<file path="src/rtl/data_parser_pkg.sv">
// Shared NDN link definitions: packet type codes, sizes and parser states.
package ndn_pkg;

  localparam logic [1:0] TYPE_DATA     = 2'b01;
  localparam logic [1:0] TYPE_INT      = 2'b10;
  localparam int         PREFIX_BYTES  = 8;
  localparam int         PAYLOAD_BYTES = 1024;
  localparam int         FIB_TIMEOUT   = 255;

  typedef enum logic [2:0] {
    IDLE,
    PREFIX,
    ANNOUNCE,
    WAIT_FIB,
    STREAM,
    DRAIN
  } state_e;

endpackage

</file>
<file path="src/rtl/data_parser_if.sv">
// Parser-side bundle: link byte input, FIB announce/stream, PIT interest, error.
// master = the parser, slave = link source plus FIB/PIT.
interface data_parser_if;
  logic [7:0]  in_byte;
  logic        in_valid;
  logic        in_ready;
  logic [63:0] data_in_prefix;
  logic [5:0]  data_in_len;
  logic        data_ready;
  logic        ready_for_data;
  logic        rejected;
  logic [7:0]  data_in;
  logic        data_in_valid;
  logic [63:0] int_prefix;
  logic [5:0]  int_len;
  logic        int_valid;
  logic        err;

  modport master (
    input  in_byte, in_valid, ready_for_data, rejected,
    output in_ready, data_in_prefix, data_in_len, data_ready,
           data_in, data_in_valid, int_prefix, int_len, int_valid, err
  );

  modport slave (
    output in_byte, in_valid, ready_for_data, rejected,
    input  in_ready, data_in_prefix, data_in_len, data_ready,
           data_in, data_in_valid, int_prefix, int_len, int_valid, err
  );
endinterface

</file>
<file path="src/rtl/data_parser.sv">
// NDN link parser: splits header/prefix, announces data packets to the FIB,
// streams or drains their payload, and forwards interests to the PIT.
module data_parser
  import ndn_pkg::*;
(
  input  logic          clk,
  input  logic          rst,
  data_parser_if.master bus
);

  localparam logic [2:0] PFX_LAST = 3'(PREFIX_BYTES - 1);
  localparam logic [9:0] PAY_LAST = 10'(PAYLOAD_BYTES - 1);
  localparam logic [7:0] TMO_LAST = 8'(FIB_TIMEOUT - 1);

  state_e      state, state_nx;
  logic        is_data;
  logic [5:0]  len_q;
  logic [55:0] prefix_sr;
  logic [2:0]  pfx_cnt;
  logic [9:0]  pay_cnt;
  logic [7:0]  tmo_cnt;
  logic [63:0] data_pfx_q, int_pfx_q;
  logic [5:0]  data_len_q, int_len_q;
  logic        int_valid_q, err_q;

  logic        in_ready_c, data_ready_c, data_in_valid_c;
  logic [7:0]  data_in_c;
  logic        accept, hdr_ok;
  logic [63:0] pfx_full;

  assign accept   = bus.in_valid & in_ready_c;
  assign hdr_ok   = (bus.in_byte[7:6] == TYPE_DATA) || (bus.in_byte[7:6] == TYPE_INT);
  // The 8th prefix byte completes the prefix without a separate shift cycle.
  assign pfx_full = {prefix_sr, bus.in_byte};

  always_ff @(posedge clk or negedge rst) begin
    if (!rst) state <= IDLE;
    else      state <= state_nx;
  end

  always_comb begin
    state_nx        = state;
    in_ready_c      = 1'b0;
    data_ready_c    = 1'b0;
    data_in_c       = '0;
    data_in_valid_c = 1'b0;
    case (state)
      IDLE: begin
        in_ready_c = 1'b1;
        if (bus.in_valid && hdr_ok) state_nx = PREFIX;
      end
      PREFIX: begin
        in_ready_c = 1'b1;
        if (bus.in_valid && pfx_cnt == PFX_LAST) state_nx = is_data ? ANNOUNCE : IDLE;
      end
      ANNOUNCE: begin
        data_ready_c = 1'b1;
        state_nx     = WAIT_FIB;
      end
      WAIT_FIB: begin
        // A PIT reject overrides a simultaneous FIB accept.
        if (bus.rejected)             state_nx = DRAIN;
        else if (bus.ready_for_data)  state_nx = STREAM;
        else if (tmo_cnt == TMO_LAST) state_nx = DRAIN;
      end
      STREAM: begin
        in_ready_c      = 1'b1;
        data_in_c       = bus.in_byte;
        data_in_valid_c = bus.in_valid;
        if (bus.in_valid && pay_cnt == PAY_LAST) state_nx = IDLE;
      end
      DRAIN: begin
        in_ready_c = 1'b1;
        if (bus.in_valid && pay_cnt == PAY_LAST) state_nx = IDLE;
      end
      default: state_nx = IDLE;
    endcase
  end

  always_ff @(posedge clk or negedge rst) begin
    if (!rst) begin
      is_data     <= 1'b0;
      len_q       <= '0;
      prefix_sr   <= '0;
      pfx_cnt     <= '0;
      pay_cnt     <= '0;
      tmo_cnt     <= '0;
      data_pfx_q  <= '0;
      data_len_q  <= '0;
      int_pfx_q   <= '0;
      int_len_q   <= '0;
      int_valid_q <= 1'b0;
      err_q       <= 1'b0;
    end else begin
      int_valid_q <= 1'b0;
      err_q       <= 1'b0;
      case (state)
        IDLE: if (accept) begin
          if (hdr_ok) begin
            is_data   <= (bus.in_byte[7:6] == TYPE_DATA);
            len_q     <= bus.in_byte[5:0];
            prefix_sr <= '0;
            pfx_cnt   <= '0;
          end else begin
            err_q <= 1'b1;
          end
        end
        PREFIX: if (accept) begin
          prefix_sr <= pfx_full[55:0];
          pfx_cnt   <= pfx_cnt + 1'b1;
          if (pfx_cnt == PFX_LAST) begin
            if (is_data) begin
              data_pfx_q <= pfx_full;
              data_len_q <= len_q;
            end else begin
              int_pfx_q   <= pfx_full;
              int_len_q   <= len_q;
              int_valid_q <= 1'b1;
            end
          end
        end
        ANNOUNCE: tmo_cnt <= '0;
        WAIT_FIB: begin
          tmo_cnt <= tmo_cnt + 1'b1;
          pay_cnt <= '0;
          if (!bus.rejected && !bus.ready_for_data && tmo_cnt == TMO_LAST) err_q <= 1'b1;
        end
        STREAM, DRAIN: if (accept) pay_cnt <= pay_cnt + 1'b1;
        default: ;
      endcase
    end
  end

  assign bus.in_ready       = in_ready_c;
  assign bus.data_ready     = data_ready_c;
  assign bus.data_in        = data_in_c;
  assign bus.data_in_valid  = data_in_valid_c;
  assign bus.data_in_prefix = data_pfx_q;
  assign bus.data_in_len    = data_len_q;
  assign bus.int_prefix     = int_pfx_q;
  assign bus.int_len        = int_len_q;
  assign bus.int_valid      = int_valid_q;
  assign bus.err            = err_q;

endmodule

</file>
<file path="src/flat_wrapper.sv">
// flat-port wrapper written by rule: the top's interface ports become plain ports
module data_parser_flat import ndn_pkg::*;
  (clk, rst, bus_in_byte, bus_in_valid, bus_ready_for_data, bus_rejected, bus_in_ready, bus_data_in_prefix, bus_data_in_len, bus_data_ready, bus_data_in, bus_data_in_valid, bus_int_prefix, bus_int_len, bus_int_valid, bus_err);
  data_parser_if bus_i ();
  input  logic clk;
  input  logic rst;
  input wire logic [$bits(bus_i.in_byte)-1:0] bus_in_byte;
  input wire logic [$bits(bus_i.in_valid)-1:0] bus_in_valid;
  input wire logic [$bits(bus_i.ready_for_data)-1:0] bus_ready_for_data;
  input wire logic [$bits(bus_i.rejected)-1:0] bus_rejected;
  output wire logic [$bits(bus_i.in_ready)-1:0] bus_in_ready;
  output wire logic [$bits(bus_i.data_in_prefix)-1:0] bus_data_in_prefix;
  output wire logic [$bits(bus_i.data_in_len)-1:0] bus_data_in_len;
  output wire logic [$bits(bus_i.data_ready)-1:0] bus_data_ready;
  output wire logic [$bits(bus_i.data_in)-1:0] bus_data_in;
  output wire logic [$bits(bus_i.data_in_valid)-1:0] bus_data_in_valid;
  output wire logic [$bits(bus_i.int_prefix)-1:0] bus_int_prefix;
  output wire logic [$bits(bus_i.int_len)-1:0] bus_int_len;
  output wire logic [$bits(bus_i.int_valid)-1:0] bus_int_valid;
  output wire logic [$bits(bus_i.err)-1:0] bus_err;
  assign bus_i.in_byte = bus_in_byte;
  assign bus_i.in_valid = bus_in_valid;
  assign bus_i.ready_for_data = bus_ready_for_data;
  assign bus_i.rejected = bus_rejected;
  assign bus_in_ready = bus_i.in_ready;
  assign bus_data_in_prefix = bus_i.data_in_prefix;
  assign bus_data_in_len = bus_i.data_in_len;
  assign bus_data_ready = bus_i.data_ready;
  assign bus_data_in = bus_i.data_in;
  assign bus_data_in_valid = bus_i.data_in_valid;
  assign bus_int_prefix = bus_i.int_prefix;
  assign bus_int_len = bus_i.int_len;
  assign bus_int_valid = bus_i.int_valid;
  assign bus_err = bus_i.err;
  data_parser u_core (.clk(clk), .rst(rst), .bus(bus_i));
endmodule
</file>
<file path="config.mk">
export PLATFORM = sky130hd
export DESIGN_NAME = data_parser_flat
export DESIGN_NICKNAME = d
export VERILOG_FILES = /design/src/rtl/data_parser_pkg.sv /design/src/rtl/data_parser_if.sv /design/src/rtl/data_parser.sv /design/src/flat_wrapper.sv
export SDC_FILE = /design/constraint.sdc
export NUM_CORES = 1
export LEC_CHECK = 0
export CORE_ASPECT_RATIO = 1.5
export CORE_MARGIN = 1.5
export CORE_UTILIZATION = 40
export CTS_CLUSTER_DIAMETER = 40
export DETAILED_ROUTE_END_ITERATION = 16
export PLACE_DENSITY = 0.63
export SYNTH_ARGS = -nofsm -noshare
export SYNTH_HDL_FRONTEND = slang
export SYNTH_SLANG_ARGS = --single-unit
</file>
<file path="constraint.sdc">
create_clock -name clk -period 3.7 [get_ports clk]
set_input_delay 0.555 -clock clk [delete_from_list [all_inputs] [get_ports clk]]
set_output_delay 0.555 -clock clk [all_outputs]
set_load 0.02 [all_outputs]
</file>
==> qor.log <==
INFO  run_status     run_status=completed
INFO  logic_synthesis yosysTopAreaCellShare=62.6%
INFO  timing         fmax=309MHz
INFO  clocking       clock_tree.buffer_depth=3
INFO  floorplanning  floorplan.core_area=0.0224mm²
INFO  placement      detailedPlacementHpwl=14.0mm
INFO  logic_synthesis post_synth_most_frequent_cells=229 x sky130_fd_sc_hd__dfrtp_1, 135 x sky130_fd_sc_hd__nand2_1, 112 x sky130_fd_sc_hd__mux2_1, 65 x sky130_fd_sc_hd__o21ai_0, 36 x sky130_fd_sc_hd__mux2_2
INFO  clocking       clock_sink_count=229
INFO  hold_path      holdCritPathClass=primary input to async pin
INFO  floorplanning  die_area=0.0238mm²
INFO  cells_and_area finish.instance_area=0.0121mm²
INFO  cells_and_area final_nets=905
INFO  clocking       cts_made_buffers=29
INFO  clocking       cts.reportedPaths.clkPinSlew=60ps
INFO  timing         finalClockSkew=22.9ps
INFO  logic_synthesis synthesis.area=0.00915mm²
INFO  logic_synthesis syn_area_per_cell=12.8µm²
INFO  setup_path     start_kind=flop
INFO  routing        drtPass1Iterations=4
INFO  logic_synthesis synth_cells=716
INFO  logic_synthesis synth_area_leader_cell=sky130_fd_sc_hd__dfrtp_1
INFO  power          total_leakage_power=5.67nW
INFO  timing         rsz_0062_raised_after_global_routing=false
INFO  flow_run       maxCapViolCount=0
INFO  cells_and_area multiInputGateArea=0.00317mm²
INFO  global_route   antenna_found_initial=0
INFO  floorplanning  pin_count=166
INFO  placement      place.gp.congestion=0.785
INFO  timing         totalNegativeSetupSlack=0ps
INFO  logic_synthesis asr_flop_ratio_synth=100%
INFO  setup_path     worst-setup-path-type=flop to primary output
INFO  logic_synthesis post-synth-top-count-cell=sky130_fd_sc_hd__dfrtp_1
INFO  cells_and_area drive_above_1_share=12.1%
INFO  global_route   global_route.overflow_total=0
INFO  clocking       h-tree-depth=1
INFO  logic_synthesis yosys_most_used_dff=sky130_fd_sc_hd__dfrtp_1
INFO  clocking       clk_latency=530ps
INFO  power          max-vdd-ir-drop=0.419mV
INFO  floorplanning  start_util=40.9%
INFO  logic_synthesis post_synth_edffs=0
INFO  placement      placed_cell_area=0.0111mm²
INFO  global_route   grt_start_max_net_pins=119
INFO  clocking       postCtsResizedCells=0
INFO  clocking       clk_root_buffer_cell=sky130_fd_sc_hd__clkbuf_16
INFO  timing         final.min_clock_period=3240ps
INFO  cells_and_area area.growth.synth_to_final=32.5%
INFO  routing        route.detailed.drc=0
INFO  logic_synthesis post_synth_main_area_contributors=sky130_fd_sc_hd__dfrtp_1 63%, sky130_fd_sc_hd__mux2_1 14%, sky130_fd_sc_hd__nand2_1 5.5%
INFO  floorplanning  floorplan.die.height=188µm
INFO  routing        drt_wl_total=20.8mm
INFO  routing        ant_nets=0
INFO  timing         final_min_period_over_clock_period=87.5%
INFO  clocking       post_cts_buffers=0
INFO  timing         finalSetupViolCount=0
INFO  clocking       tritoncts=done
INFO  timing         hold_viol_final=0
INFO  timing         slew-limit-headroom=35.9%
INFO  logic_synthesis ys_seq_area_share=62.6%
INFO  cells_and_area seq_area=0.00573mm²
INFO  power          power.density_cell_area=603mW/mm²
INFO  logic_synthesis synthesis.yosys.warnings=0
INFO  routing        vias_per_cell=4.96
INFO  routing        detailedRoute.firstIterationViolations=175
INFO  floorplanning  dieWidth=127µm
INFO  setup_path     crit_required=3140ps
INFO  logic_synthesis post_synth_num_cell_types=44
INFO  cells_and_area antenna_cells=0
INFO  cells_and_area fillCellCount=1,924
INFO  timing         slew_violations=0
INFO  timing         hold-worst-slack=63.3ps
INFO  floorplanning  std_cell_rows=67
INFO  setup_path     critPathMaxFanout=13
INFO  setup_path     element_type_at_the_critical_path_end=primary output
INFO  routing        via_count=5,867
INFO  timing         timing_worst_slew_pin_value=962ps
INFO  clocking       holdBufCountCts=0
INFO  logic_synthesis ys_ff_latch=229
INFO  global_route   first_global_vias=5,974
INFO  routing        post_drt_wl_per_cell=17.5µm
INFO  placement      number_of_buffers_added_on_ports=165
INFO  global_route   track_usage=18.0%
INFO  global_route   grt_pass1_wl=34.2mm
INFO  logic_synthesis synth_nets=735
INFO  setup_path     cp_data_arrival_time=2680ps
cells by family (layout without fill, tap and decap cells):
kind of cell	count (synthesis)	in the layout	synth area share, %
AOI/OAI and AO/OA	81	81	4.91
DFF	229	229	62.6
buffers and inverters	45	237	2.86
xor gates and xnor gates	7	7	0.670
adders and majority gates	6	6	0.820
muxes	151	151	18.5
and+or+nand+nor	197	197	9.58
power by group:
part | internal, W | switching (W)
combinational | 0.000468 | 0.000733
sequential | 0.00277 | 0.000290
clock | 0.00195 | 0.00110
registers in the layout (all words and copies together) (netlist names):
| register | cells |
|---|---|
| u_core.bus.data_in_prefix | 64 |
| u_core.bus.int_prefix | 64 |
| u_core.prefix_sr | 56 |
| u_core.pay_cnt | 10 |
| u_core.tmo_cnt | 8 |
| u_core.bus.data_in_len | 6 |
| u_core.bus.int_len | 6 |
| u_core.len_q | 6 |
| u_core.pfx_cnt | 3 |
| u_core.state | 3 |
| u_core.bus.err | 1 |
| u_core.bus.int_valid | 1 |
| u_core.is_data | 1 |
worst paths after layout:
check | from | slack [ps] | cells past startpoint | end
hold / removal | rst | 60 | 1 | u_core.bus.int_prefix[21]
min in group clk | u_core.bus.int_prefix[58] | 480 | 1 | u_core.bus.int_prefix[58]
hold reg to reg | u_core.bus.int_prefix[58] | 480 | 1 | u_core.bus.int_prefix[58]
setup / recovery | u_core.state[2] | 460 | 4 | bus_data_in[1]
setup reg to reg | u_core.state[0] | 1490 | 5 | u_core.bus.data_in_prefix[39]
max in group asynchronous | rst | 2670 | 2 | u_core.pay_cnt[0]
metrics by stage:
| stage | std cells | power [W] | utilization (%) | setup slack [ps] |
|---|---|---|---|---|
| CTS | 1184 | 0.00744 | 54.2 | 378 |
| global placement | 1131 | 0.00432 | 49.4 | 859 |
| finish | 1184 | 0.00731 | 54.2 | 461 |
| floorplan | 716 | 0.00378 | - | 1810 |
| global route | 1184 | 0.00768 | 54.2 | 282 |
| detailed placement | 1131 | 0.00434 | 49.4 | 817 |
critical path: stages, from the launching register on:
cell and delay (ps):
sky130_fd_sc_hd__dfrtp_1 660, sky130_fd_sc_hd__nand2_1 180, sky130_fd_sc_hd__nor2_1 510, sky130_fd_sc_hd__and2_1 220, sky130_fd_sc_hd__clkdlybuf4s50_1 600
layout make-up:
type,count,area share (%)
Sequential cell,229,47.3
Timing Repair Buffer,176,14.7
Inverter,8,0.248
Multi-Input combinational cell,442,26.2
Clock inverter,19,2.33
Clock buffer,34,6.47
Tap cell,276,2.85
per-layer routing:
metal  track usage [%]  vias up  part of all wire (%)
met3              2.78       27                   4.0
met1              22.2     2904                    41
met2              32.6      132                    53
li1                  -     2804                     -
met5                 0        -                     0
met4              4.86        0                   1.9
layout by cell type, fill, tap and decap left out, drive strengths merged, types with 4 or more instances in the layout:
master	n
clkinv	6
bufinv	6
nor3	8
xnor2	6
ha	6
mux2	148
nand4	4
nand2b	4
clkbuf	34
buf	12
clkdlybuf4s50	164
nor4	5
nor2	21
inv	13
o21ai	65
dfrtp	229
nand2	135
nand3	5
and2	8
No activity file was read; power rests on OpenSTA's default activity.
